===== config.mk =====
export PLATFORM = sky130hd
export DESIGN_NAME = serial_subtractor_ctrl
export DESIGN_NICKNAME = d
export VERILOG_FILES = /design/src/rtl/sub_pkg.sv /design/src/rtl/serial_subtractor_ctrl_cell.sv /design/src/rtl/serial_subtractor_ctrl.sv
export SDC_FILE = /design/constraint.sdc
export NUM_CORES = 1
export LEC_CHECK = 0
export ABC_AREA = 1
export BUFFER_PORTS_ARGS = -buffer_cell sky130_fd_sc_hd__buf_2
export CELL_PAD_IN_SITES_DETAIL_PLACEMENT = 1
export CELL_PAD_IN_SITES_GLOBAL_PLACEMENT = 1
export CORE_MARGIN = 4
export CORE_UTILIZATION = 43
export DETAILED_ROUTE_END_ITERATION = 7
export PLACE_DENSITY_LB_ADDON = 0.1
export SYNTH_ARGS = -nofsm -noshare
export SYNTH_HDL_FRONTEND = slang
export SYNTH_SLANG_ARGS = --single-unit

===== constraint.sdc =====
create_clock -name clk -period 3.61 [get_ports clk]
set_input_delay 0.722 -clock clk [delete_from_list [all_inputs] [get_ports clk]]
set_output_delay 0.722 -clock clk [all_outputs]
set_load 0.01 [all_outputs]

===== src/rtl/sub_pkg.sv =====
// Shared definitions for the bit-serial subtractor: controller state encoding.
package sub_pkg;

  localparam logic [1:0] ST_IDLE_ENC = 2'b00;
  localparam logic [1:0] ST_RUN_ENC  = 2'b01;
  localparam logic [1:0] ST_DONE_ENC = 2'b10;

  typedef enum logic [1:0] {
    IDLE = ST_IDLE_ENC,
    RUN  = ST_RUN_ENC,
    DONE = ST_DONE_ENC
  } state_t;

endpackage


===== src/rtl/serial_subtractor_ctrl_cell.sv =====
// Combinational 1-bit full-subtract cell: d = x - y - bin, bout = borrow out.
module serial_sub_cell (
  input  logic x,
  input  logic y,
  input  logic bin,
  output logic d,
  output logic bout
);

  assign d    = x ^ y ^ bin;
  assign bout = (~x & y) | (~(x ^ y) & bin);

endmodule


===== src/rtl/serial_subtractor_ctrl.sv =====
// Bit-serial unsigned subtractor controller: one subtract cell run LSB-first over WIDTH cycles.
// Define SERIAL_SUB_OVF_EN to add the two's-complement overflow output ovf.
module serial_subtractor_ctrl
  import sub_pkg::*;
#(
  parameter int WIDTH = 8
) (
  input  logic             clk,
  input  logic             rst,
  input  logic             start,
  input  logic [WIDTH-1:0] a,
  input  logic [WIDTH-1:0] b,
  output logic             busy,
  output logic             done,
  output logic [WIDTH-1:0] diff,
  output logic             borrow_out
`ifdef SERIAL_SUB_OVF_EN
  ,
  output logic             ovf
`endif
);

  localparam int CNT_W = (WIDTH > 1) ? $clog2(WIDTH) : 1;
  localparam logic [CNT_W-1:0] LAST_CNT = CNT_W'(WIDTH - 1);

  state_t           state_r;
  state_t           next_state_s;
  logic             accept_s;
  logic             finish_s;
  logic [WIDTH-1:0] sa_r;
  logic [WIDTH-1:0] sb_r;
  logic [WIDTH-1:0] res_r;
  logic             borrow_r;
  logic [CNT_W-1:0] count_r;
  logic             busy_r;
  logic             done_r;
  logic [WIDTH-1:0] diff_r;
  logic             borrow_out_r;
  logic             d_s;
  logic             bnext_s;

  serial_sub_cell u_cell (
    .x    (sa_r[0]),
    .y    (sb_r[0]),
    .bin  (borrow_r),
    .d    (d_s),
    .bout (bnext_s)
  );

  // State register.
  always_ff @(posedge clk) begin
    if (rst) begin
      state_r <= IDLE;
    end else begin
      state_r <= next_state_s;
    end
  end

  // Next-state logic plus accept/finish strobes for the datapath.
  always_comb begin
    next_state_s = state_r;
    accept_s     = 1'b0;
    finish_s     = 1'b0;
    case (state_r)
      IDLE: begin
        if (start) begin
          next_state_s = RUN;
          accept_s     = 1'b1;
        end else begin
          next_state_s = IDLE;
        end
      end
      RUN: begin
        if (count_r == LAST_CNT) begin
          next_state_s = DONE;
          finish_s     = 1'b1;
        end else begin
          next_state_s = RUN;
        end
      end
      DONE:    next_state_s = IDLE;
      default: next_state_s = IDLE;
    endcase
  end

  // Operand shifting, borrow chain, bit counter and result capture.
  always_ff @(posedge clk) begin
    if (rst) begin
      sa_r         <= {WIDTH{1'b0}};
      sb_r         <= {WIDTH{1'b0}};
      res_r        <= {WIDTH{1'b0}};
      borrow_r     <= 1'b0;
      count_r      <= {CNT_W{1'b0}};
      busy_r       <= 1'b0;
      done_r       <= 1'b0;
      diff_r       <= {WIDTH{1'b0}};
      borrow_out_r <= 1'b0;
    end else begin
      done_r <= finish_s;
      if (accept_s) begin
        sa_r     <= a;
        sb_r     <= b;
        borrow_r <= 1'b0;
        count_r  <= {CNT_W{1'b0}};
        busy_r   <= 1'b1;
      end else if (state_r == RUN) begin
        sa_r     <= sa_r >> 1;
        sb_r     <= sb_r >> 1;
        res_r    <= {d_s, res_r[WIDTH-1:1]};
        borrow_r <= bnext_s;
        // Counter saturates at the last bit so it never exceeds WIDTH-1.
        if (finish_s) begin
          count_r      <= count_r;
          diff_r       <= {d_s, res_r[WIDTH-1:1]};
          borrow_out_r <= bnext_s;
        end else begin
          count_r <= count_r + CNT_W'(1);
        end
      end else if (state_r == DONE) begin
        busy_r <= 1'b0;
      end else begin
        busy_r <= busy_r;
      end
    end
  end

`ifdef SERIAL_SUB_OVF_EN
  logic sign_a_r;
  logic sign_b_r;
  logic ovf_r;

  // Operand sign capture and overflow flag, updated together with diff.
  always_ff @(posedge clk) begin
    if (rst) begin
      sign_a_r <= 1'b0;
      sign_b_r <= 1'b0;
      ovf_r    <= 1'b0;
    end else if (accept_s) begin
      sign_a_r <= a[WIDTH-1];
      sign_b_r <= b[WIDTH-1];
    end else if (finish_s) begin
      ovf_r <= (sign_a_r ^ sign_b_r) & (sign_a_r ^ d_s);
    end else begin
      ovf_r <= ovf_r;
    end
  end

  assign ovf = ovf_r;
`endif

  assign busy       = busy_r;
  assign done       = done_r;
  assign diff       = diff_r;
  assign borrow_out = borrow_out_r;

endmodule

-- After elaboration in Yosys (flattened, before gate mapping)
Index checks and enable logic that the tools add are counted.
Widths: inputs -> output; s select.
- flip-flop bits (word level): 41
- add/subtract/negate cells: 1
- eq/ne operators: 4
- multiplexer cells: 14
- bitwise gates (word level): 9
- reduce and logical (&&, ||, !) cells: 8
- operator list (kind ; number):
    $mux 8 ; 4
    $mux 1 ; 8
    $reduce_and 2->1 ; 3
    $not 1->1 ; 4
    $pmux 2 s2 ; 1
    $reduce_bool 2->1 ; 2
    $add 3x1->3 const B ; 1
    $eq 3x3->1 const B ; 1
    $reduce_and 3->1 ; 1
    $and 1x1->1 ; 2
    $eq 2x1->1 const B ; 1
    $eq 2x2->1 const B ; 1
    $logic_not 2->1 ; 1
    $mux 2 ; 1
    $ne 2x2->1 const B ; 1
    $reduce_or 2->1 ; 1
    $xor 1x1->1 ; 2
    $or 1x1->1 ; 1

-- Logic depth before layout (Yosys ltp)
Gate-level depths: netlist of run 1.
- depth after elaboration: 5
- gate-level depth with buffers: 8
- depth with buffers taken out: 8

-- Cells and area by module
From an unflattened synthesis of run 1, not the netlist that was laid out.
- cell total of the unflattened synthesis: 240
- area, all modules: 1702.9 um^2
- modules (own cells, without submodules) (module ; times used ; cells each ; area an instance (um^2) ; sequential area each (um^2)):
    serial_subtractor_ctrl ; 1 ; 236 ; 1671.6 ; 800.8
    serial_sub_cell ; 1 ; 4 ; 31.3 ; 0.0

-- Worst setup path after synthesis of run 1
Ideal clock, no wire load.
- path type: input to register
- start: input port start
- end: register sb_r[1]
- library setup time: 0.122 ns
- data arrival time: 1.408 ns
- path slack: 2.080 ns
- stages on the path: 5
- buffers on the path: 2
- cell sequence: buf_2 -> buf_1 -> nand3_1 -> nand2_1 -> a21oi_2
- cells in the longest elaborated chain, start to end: 3
- elaborated cells on any way between the ends: 4
- RTL lines (element ; line ; source):
    from (decl) ; serial_subtractor_ctrl.sv:10 ; input logic start,
    $mux 1 (*) ; serial_subtractor_ctrl.sv:66 ; if (start) begin
    $mux 1 (*) ; serial_subtractor_ctrl.sv:64 ; case (state_r)
    $mux 8 or $reduce_bool 2->1 (tied branches) ; n/a ;
    to (signal assigned) ; serial_subtractor_ctrl.sv:90 ; sb_r <= {WIDTH{1'b0}};
    to (signal assigned) ; serial_subtractor_ctrl.sv:108 ; sb_r <= sb_r >> 1;
    to (decl) ; serial_subtractor_ctrl.sv:31 ; logic [WIDTH-1:0] sb_r;
Every way passes the cells marked *; elsewhere a longest branch is shown, timed or not.
A chain may end at the register's enable or synchronous reset.

-- Worst setup path in the final report of run 1
- start: register state_r[0]
- end: register borrow_out_r (netlist: borrow_out)
- cells in the longest elaborated chain, start to end: 4
- elaborated cells on any way between the ends: 6
- RTL lines (element ; line ; source):
    from (decl) ; serial_subtractor_ctrl.sv:26 ; state_t state_r;
    from (signal assigned) ; serial_subtractor_ctrl.sv:55 ; state_r <= next_state_s;
    $logic_not 2->1 ; serial_subtractor_ctrl.sv:64 ;
    $mux 1 ; serial_subtractor_ctrl.sv:64 ;
    $not 1->1 (no line) ; n/a ;
    $reduce_and 3->1 (no line) (*) ; n/a ;
    to (signal assigned) ; serial_subtractor_ctrl.sv:115 ; borrow_out_r <= bnext_s;
    to (decl) ; serial_subtractor_ctrl.sv:38 ; logic borrow_out_r;
Marks and branches as above.

==> flow_metrics.env, run 1 <==
export IMPL_synth_top_cells_by_area="dfxtp_1 (44%), nand2_1 (12%), nand3_1 (8.6%)"
export IMPL_num_vias=1542
export IMPL_clk_latency_ns=0.29
export IMPL_htree_num_levels=2
export IMPL_async_flop_share_pct=0
export IMPL_grt_usage_pct=16.76
export IMPL_postRouteAntennaNets=0
export IMPL_cts_tree="yes"
export IMPL_outcome="complete, no violations"
export IMPL_numCtsBuffers=5
export IMPL_finalCritPeriodShare_pct=49.16
export IMPL_yosysMostFrequentCell="nand2_1"
export IMPL_syn_inst=242
export IMPL_syn_nets=264
export IMPL_firstDrtPassIters=4
export IMPL_avgRoutedWirePerCell_um=12.85
export IMPL_maxSlewViolCount=0
export IMPL_ctsHoldBuffers=0
export IMPL_n_fill_cell=523
export IMPL_ys_ff_latch=40
export IMPL_setup_tns_ns=0
export IMPL_ys_warn_count=0
export IMPL_cts_root_buffer="clkbuf_8"
export IMPL_yosysTopAreaCellShare_pct=44.38
export IMPL_start_kind="register"
export IMPL_drt_wl_total_um=4072
export IMPL_worstMarginPinSlew_ns=0.8295
export IMPL_min_delay_path_depth=2
export IMPL_finalCriticalPeriod_ns=1.775
export IMPL_die_w_um=72.78
export IMPL_dp_hpwl_um=2730
export IMPL_cp_end_kind="register"
export IMPL_yosys_most_used_dff="dfxtp_1"
export IMPL_hp_class="reg -> reg"
export IMPL_max_cap_viol_count=0
export IMPL_yosys_cell_types_count=21
export IMPL_diodes=0
export IMPL_syn_avg_cell_area_sq_um=7.455
export IMPL_cts_path_max_buffers=2
export IMPL_crit_type="reg -> reg"
export IMPL_start_util_pct=44.78
export IMPL_synth_commonest_cells="nand2_1 (58), dfxtp_1 (40), nand3_1 (31)"
export IMPL_syn2layout_area_growth_pct=13.18
export IMPL_syn_area_sq_um=1804
export IMPL_irDropWorstVdd_v=0.0002704
export IMPL_fmax_mhz=563.4
export IMPL_slew_headroom_pct=44.63
export IMPL_rsz0062_at_grt="false"
export IMPL_cts_repair_resize_count=0
export IMPL_finClkSkew_ns=0.006306
export IMPL_power_density_nw_per_um2=471.7
export IMPL_core_sq_um=4029
export IMPL_grt_pass1_wl_um=6969
export IMPL_finalNetCount=288
export IMPL_chipHeight_um=72.78
export IMPL_crit_path_max_fanout=16
export IMPL_leakagePower_uw=0.0009857
export IMPL_overflow=0
export IMPL_finalWorstSetupSlack_ns=1.835
export IMPL_crit_arrival_ns=1.96
export IMPL_setup_viol=0
export IMPL_timing_hold_violations_final=0
export IMPL_final_core_util_pct=50.68
export IMPL_vias_per_cell=4.864
export IMPL_fp_dieArea_sq_um=5296
export IMPL_r2r_worst_path_cells=5
export IMPL_place_congestion=0.7556
export IMPL_drt_initial_drc_count=58
export IMPL_synth_top_area_cell="dfxtp_1"
export IMPL_post_cts_buffers=0
export IMPL_path_clk_slew_ns=0.08
export IMPL_yosysSeqAreaShare_pct=44.38
export IMPL_grt_max_degree=20
export IMPL_cts_sinks=40
export IMPL_ios=30
export IMPL_drive_gt1_share_pct=21.72
export IMPL_grt_pass1_vias=1492
export IMPL_dp_slack_ns=1.781
export IMPL_cp_required_ns=3.79
export IMPL_synth_edff_count=0
export IMPL_power_total_uw=963.2
export IMPL_port_buffers=29
export IMPL_antenna_found_initial=0
export IMPL_drc=0
export IMPL_rows=23
[registers in the layout, indices dropped and copies added (netlist names)]
register	flops
diff	8
sa_r	8
sb_r	8
res_r	7
count_r	3
state_r	2
borrow_out	1
borrow_r	1
busy	1
done	1
[logic make-up (layout without fill, tap and decap cells)]
logic type / count (synthesis) / count (layout) / share of synthesized area [%]
buffers and inverters: 40 / 65 / 10.61
DFF: 40 / 40 / 44.38
and+or+nand+nor: 121 / 121 / 29.27
AOI/OAI and AO/OA: 38 / 38 / 13.24
adders and majority gates: 3 / 3 / 2.496
[metrics by stage]
stage / cells / area (sq um) / hold WS, ns
6_report: 317 / 2042 / 0.4688
4_1_cts: 317 / 2042 / 0.4715
2_1_floorplan: 242 / 1804 / 0.4388
3_3_place_gp: 309 / 1926 / 0.4551
3_5_place_dp: 309 / 1926 / 0.4592
5_1_grt: 317 / 2042 / 0.4941
[final cells by class]
cell class                      instances  area [sq um]  area share, %
Timing Repair Buffer                   29         145.1          7.108
Multi-Input combinational cell        162         812.0          39.77
Clock buffer                            5         68.82          3.370
Tap cell                               50         62.56          3.064
Inverter                               28         105.1          5.147
Clock inverter                          3         47.55          2.328
Sequential cell                        40         800.8          39.22
[report_power, final]
group | internal, uW | switching [uW]
Clock | 208 | 164
Sequential | 465 | 19.4
Combinational | 39.1 | 67.6
[worst max-delay path, stage by stage (launching register included)]
cell and delay (ns):
dfxtp_1 0.87, nand2_4 0.24, nor2_4 0.24, inv_2 0.13, nand3_1 0.09, o21ai_0 0.09
[placed cells by master (no fill, tap or decap), drive strengths merged]
| cell type | netlist | layout |
|---|---|---|
| nand2 | 61 | 61 |
| dfxtp | 40 | 40 |
| nand3 | 31 | 31 |
| buf | 12 | 29 |
| nor2 | 29 | 29 |
| inv | 28 | 28 |
| a21oi | 21 | 21 |
| o21ai | 17 | 17 |
| clkbuf | 0 | 5 |
| ha | 2 | 2 |
| clkinv | 0 | 2 |
| fa | 1 | 1 |
| bufinv | 0 | 1 |
[routing by layer]
layer,share of wire (%),routed length [um],up-vias,global-route usage (%)
met2,44,1781,22,26.85
met4,1.2,48,0,4.918
li1,-,-,808,-
met1,51,2076,707,22.06
met5,0,0,-,0
met3,4.1,166,5,4.545
[final timing paths]
check	start	end	slack, ns
worst max register to register	state_r[0]	borrow_out	1.84
worst min-delay path	count_r[1]	count_r[1]	0.47
worst max-delay path	state_r[0]	borrow_out	1.84
worst min register to register	count_r[1]	count_r[1]	0.47
(Power assumes the default switching activity.)
==> run 2: changes to the inputs <==
--- a/config.mk
+++ b/config.mk
@@ -10,7 +10,7 @@
 export CELL_PAD_IN_SITES_DETAIL_PLACEMENT = 1
 export CELL_PAD_IN_SITES_GLOBAL_PLACEMENT = 1
 export CORE_MARGIN = 4
-export CORE_UTILIZATION = 43
+export CORE_UTILIZATION = 40
 export DETAILED_ROUTE_END_ITERATION = 7
 export PLACE_DENSITY_LB_ADDON = 0.1
 export SYNTH_ARGS = -nofsm -noshare
==> constraint.sdc (replaced) <==
create_clock -name clk -period 1.69 [get_ports clk]
set_input_delay 0.338 -clock clk [delete_from_list [all_inputs] [get_ports clk]]
set_output_delay 0.338 -clock clk [all_outputs]
set_load 0.01 [all_outputs]
==> flow_metrics.env, run 2 (synthesized netlist as in run 1, its figures left out) <==
export IMPL_outcome="complete, no violations"
export IMPL_final_common_cell="nand2_1"
export IMPL_num_vias=1571
export IMPL_overflow=0
export IMPL_cp_end_kind="register"
export IMPL_crit_chain="ha_1 > ha_1 > inv_1 > nor2_4 > inv_2 > nand3_1 > o21ai_0"
export IMPL_grt_pass1_vias=1535
export IMPL_drive_gt1_share_pct=22.51
export IMPL_ctsHoldBuffers=0
export IMPL_cp_common_cell="ha_1"
export IMPL_switching_share_pct=27.26
export IMPL_grt_usage_pct=15.59
export IMPL_drt_initial_drc_count=23
export IMPL_path_clk_slew_ns=0.08
export IMPL_finalCritPeriodShare_pct=82.63
export IMPL_ios=30
export IMPL_htree_num_levels=2
export IMPL_p_seq_share_pct=54.6
export IMPL_setup_viol=0
export IMPL_internal_power_uw=1366
export IMPL_r2r_start="count_r[0]"
export IMPL_place_congestion=0.7551
export IMPL_die_w_um=75.16
export IMPL_critPathLaunch="count_r[0]"
export IMPL_timing_hold_violations_final=0
export IMPL_cts_root_buffer="clkbuf_8"
export IMPL_p_switching_uw=511.8
export IMPL_numCtsBuffers=5
export IMPL_maxSlewViolCount=0
export IMPL_finClkSkew_ns=0.005373
export IMPL_clkPwrFrac_pct=32.4
export IMPL_cts_tree="yes"
export IMPL_crit_path_max_fanout=9
export IMPL_power_density_nw_per_um2=919.1
export IMPL_chipHeight_um=75.16
export IMPL_dp_hpwl_um=2931
export IMPL_hp_start="a[7]"
export IMPL_grt_pass1_wl_um=6755
export IMPL_cp_required_ns=1.87
export IMPL_cpPeakStageDelay_ns=0.36
export IMPL_fmax_mhz=716.1
export IMPL_drt_wl_total_um=3990
export IMPL_syn2layout_area_growth_pct=13.25
export IMPL_diodes=0
export IMPL_leakagePower_uw=0.0009921
export IMPL_p_comb_share_pct=13.1
export IMPL_finalCriticalPeriod_ns=1.396
export IMPL_cts_sinks=40
export IMPL_rows=24
export IMPL_final_cell_mix="nand2_1 (58), dfxtp_1 (40), nand3_1 (31)"
export IMPL_clk_latency_ns=0.29
export IMPL_vias_per_cell=4.864
export IMPL_crit_type="reg -> reg"
export IMPL_antenna_found_initial=0
export IMPL_drc=0
export IMPL_worstMarginPinSlew_ns=0.4446
export IMPL_cts_path_max_buffers=2
export IMPL_core_sq_um=4354
export IMPL_finalNetCount=293
export IMPL_slowest_stage="dfxtp_1"
export IMPL_crit_arrival_ns=1.57
export IMPL_fp_dieArea_sq_um=5649
export IMPL_irDropWorstVdd_v=0.0003128
export IMPL_firstDrtPassIters=4
export IMPL_avgRoutedWirePerCell_um=12.35
export IMPL_postRouteAntennaNets=0
export IMPL_start_util_pct=41.44
export IMPL_grt_max_degree=20
export IMPL_port_buffers=29
export IMPL_max_cap_viol_count=0
export IMPL_final_core_util_pct=46.93
export IMPL_slew_headroom_pct=70.25
export IMPL_rsz0062_at_grt="false"
export IMPL_post_cts_buffers=0
export IMPL_setup_tns_ns=0
export IMPL_hp_class="in -> reg"
export IMPL_cts_repair_resize_count=0
export IMPL_start_kind="register"
==> run 2: stage by stage <==
| step | total power (uW) | hold WS, ns | cell area, sq um | setup WS, ns | cells |
|---|---|---|---|---|---|
| 6_report | 1878 | 0.2931 | 2043 | 0.2936 | 323 |
| 4_1_cts | 1903 | 0.2850 | 2043 | 0.2640 | 323 |
| 3_5_place_dp | 1298 | 0.4637 | 1966 | 0.2833 | 316 |
| 2_1_floorplan | 1235 | 0.4388 | 1804 | 0.5110 | 242 |
| 3_3_place_gp | 1289 | 0.4584 | 1966 | 0.2993 | 316 |
| 5_1_grt | 1980 | 0.3015 | 2043 | 0.1651 | 323 |
==> run 2: power groups by stage <==
stage	combinational, uW	clock, uW	sequential, uW
2_1_floorplan	198	0	1040
3_3_place_gp	243	0	1050
3_5_place_dp	251	0	1050
4_1_cts	251	627	1030
5_1_grt	283	666	1030
6_report	245	608	1020
==> run 2: cell type report <==
class / instances / area, sq um
Sequential cell: 40 / 800.8
Clock buffer: 6 / 72.57
Clock inverter: 1 / 5.005
Inverter: 28 / 105.1
Tap cell: 52 / 65.06
Timing Repair Buffer: 34 / 182.7
Fill cell: 573 / 2311
Multi-Input combinational cell: 162 / 812.0
==> run 2: path summary, 6_finish.rpt <==
check | end | slack [ns] | cells past startpoint
min | sa_r[7] | 0.29 | 3
min reg2reg | count_r[1] | 0.47 | 2
max | diff[4] | 0.29 | 7
max reg2reg | diff[4] | 0.29 | 7
==> run 2: worst max-delay path: cells and delay by family (launching register included) <==
kind	cells	cell delay, ns
AOI/OAI and AO/OA	1	0.08
adders and majority gates	2	0.32
buffers and inverters	2	0.21
DFF	1	0.36
and+or+nand+nor	2	0.31
==> run 2: routing by layer <==
| layer | routed length (um) | global-route usage, % | share of wire, % | up-vias |
|---|---|---|---|---|
| li1 | - | - | - | 822 |
| met1 | 1916 | 18.91 | 48 | 721 |
| met2 | 1852 | 26.60 | 46 | 23 |
| met3 | 167 | 4.673 | 4.2 | 5 |
| met4 | 53 | 4.660 | 1.3 | 0 |
| met5 | 0 | 0 | 0 | - |
==> run 3: changes to the inputs <==
==> constraint.sdc (replaced) <==
create_clock -name clk -period 1.29 [get_ports clk]
set_input_delay 0.258 -clock clk [delete_from_list [all_inputs] [get_ports clk]]
set_output_delay 0.258 -clock clk [all_outputs]
set_load 0.01 [all_outputs]
==> flow_metrics.env, run 3 (synthesized netlist as in run 1, its figures left out) <==
export IMPL_final_core_util_pct=50.69
export IMPL_setup_tns_ns=0
export IMPL_fin_hold_ws_ns=0.2151
export IMPL_chipHeight_um=75.16
export IMPL_avgRoutedWirePerCell_um=13.16
export IMPL_clk_latency_ns=0.29
export IMPL_reg2reg_slack_ns=0.03
export IMPL_finalCritPeriodShare_pct=97.54
export IMPL_crit_chain="ha_4 > ha_4 > inv_4 > nor2_4 > inv_4 > nand3_1 > o21ai_0"
export IMPL_cp_end_kind="register"
export IMPL_start_util_pct=41.44
export IMPL_p_comb_share_pct=14.4
export IMPL_wl_met2_um=2225
export IMPL_power_density_nw_per_um2=1169
export IMPL_grt_pass1_wl_um=7141
export IMPL_place_congestion=0.7329
export IMPL_drt_initial_drc_count=72
export IMPL_slowest_stage="dfxtp_2"
export IMPL_cts_root_buffer="clkbuf_8"
export IMPL_rsz0062_at_grt="true"
export IMPL_maxSlewViolCount=0
export IMPL_switching_share_pct=27.10
export IMPL_final_common_cell="nand2_1"
export IMPL_crit_arrival_ns=1.44
export IMPL_slew_headroom_pct=77.60
export IMPL_drive_gt1_share_pct=29.33
export IMPL_dp_hpwl_um=3106
export IMPL_core_sq_um=4354
export IMPL_irDropWorstVdd_v=0.0004346
export IMPL_fmax_mhz=794.7
export IMPL_max_cap_viol_count=0
export IMPL_finalNetCount=304
export IMPL_fp_dieArea_sq_um=5649
export IMPL_worstMarginPinSlew_ns=0.3355
export IMPL_rows=24
export IMPL_cts_path_max_buffers=2
export IMPL_p_seq_share_pct=51.9
export IMPL_port_buffers=29
export IMPL_firstDrtPassIters=4
export IMPL_syn2layout_area_growth_pct=22.33
export IMPL_grt_usage_pct=16.55
export IMPL_wl_met1_um=1934
export IMPL_clkPwrFrac_pct=33.8
export IMPL_leakagePower_uw=0.001065
export IMPL_drt_wl_total_um=4407
export IMPL_finClkSkew_ns=0.002257
export IMPL_crit_type="reg -> reg"
export IMPL_top_layer_used="met4"
export IMPL_num_vias=1619
export IMPL_n_fill_cell=553
export IMPL_postRouteAntennaNets=0
export IMPL_instances_no_fill=335
export IMPL_cts_tree="yes"
export IMPL_dp_cells=324
export IMPL_timing_hold_violations_final=0
export IMPL_antenna_found_initial=0
export IMPL_grt_max_degree=20
export IMPL_numCtsBuffers=5
export IMPL_p_switching_uw=699.4
export IMPL_crit_path_max_fanout=9
export IMPL_overflow=0
export IMPL_setup_viol=0
export IMPL_power_total_uw=2581
export IMPL_outcome="complete, no violations"
export IMPL_route_met3_wl_um=171
export IMPL_drc=0
export IMPL_cp_required_ns=1.47
export IMPL_hp_class="in -> reg"
export IMPL_cts_sinks=40
export IMPL_diodes=0
export IMPL_ios=30
export IMPL_finalCriticalPeriod_ns=1.258
export IMPL_htree_num_levels=2
export IMPL_path_clk_slew_ns=0.08
export IMPL_start_kind="register"
export IMPL_cpPeakStageDelay_ns=0.36
export IMPL_die_w_um=75.16
export IMPL_internal_power_uw=1882
export IMPL_final_cell_mix="nand2_1 (58), dfxtp_1 (37), nand3_1 (31)"
export IMPL_vias_per_cell=4.833
export IMPL_grt_pass1_vias=1590
run 3: cell count changes in the layout (fill, tap and decap cells not counted), sizes merged:
cell / change
clkinv: +1
buf: +11
run 3: area by class of cell:
class | instances | area, sq um | share of cell area [%]
inverter | 28 | 110.1 | 4.989
sequential | 40 | 804.5 | 36.45
clock buffer | 6 | 82.58 | 3.741
tap | 52 | 65.06 | 2.948
timing repair buffer | 45 | 281.5 | 12.76
multi-input combinational | 162 | 853.3 | 38.66
clock inverter | 2 | 10.01 | 0.4535
run 3: path summary, 6_finish.rpt:
check,start,to,cells past startpoint
max,count_r[1],borrow_out,7
min,b[7],sb_r[7],3
max reg2reg,count_r[1],borrow_out,7
min reg2reg,sa_r[1],sa_r[1],2
run 3: metrics by stage:
step                      setup slack (ns)  cell area [sq um]
after global placement             0.04380               2038
after floorplan                     0.1110               1804
after CTS                        -0.004622               2135
final                              0.03168               2207
after global routing              -0.05729               2207
after detailed placement          -0.02963               2038
run 3: worst max-delay path, delay by kind of cell (launching register included):
family                   cells  cell delay (ns)
flip-flops                   1             0.36
AND/OR/NAND/NOR              2             0.30
adder cells (fa/ha/maj)      2             0.28
buffers and inverters        2             0.13
AO/OA/AOI/OAI                1             0.08
run 3: routing by layer:
layer / GRT usage, % / vias up
li1: - / 843
met1: 19.89 / 744
met2: 27.95 / 24
met3: 3.872 / 8
met4: 7.573 / 0
met5: 0 / -
run 3: power by group through the flow:
stage | registers [uW] | clock network (uW) | logic (uW)
2_1_floorplan | 1360 | 0 | 259
3_3_place_gp | 1370 | 0 | 362
3_5_place_dp | 1370 | 0 | 368
4_1_cts | 1340 | 907 | 369
5_1_grt | 1350 | 965 | 419
6_report | 1340 | 872 | 371
run 3: repair_timing:
| action | in CTS | in global routing |
|---|---|---|
| gates cloned | 0 | 0 |
| buffers inserted | 0 | 3 |
| setup endpoints to repair | 9 | 14 |
| pin swaps | 1 | 3 |
| resized for setup | 2 | 15 |
| hold buffers | 0 | 0 |
| endpoints found under the hold margin | 0 | 0 |
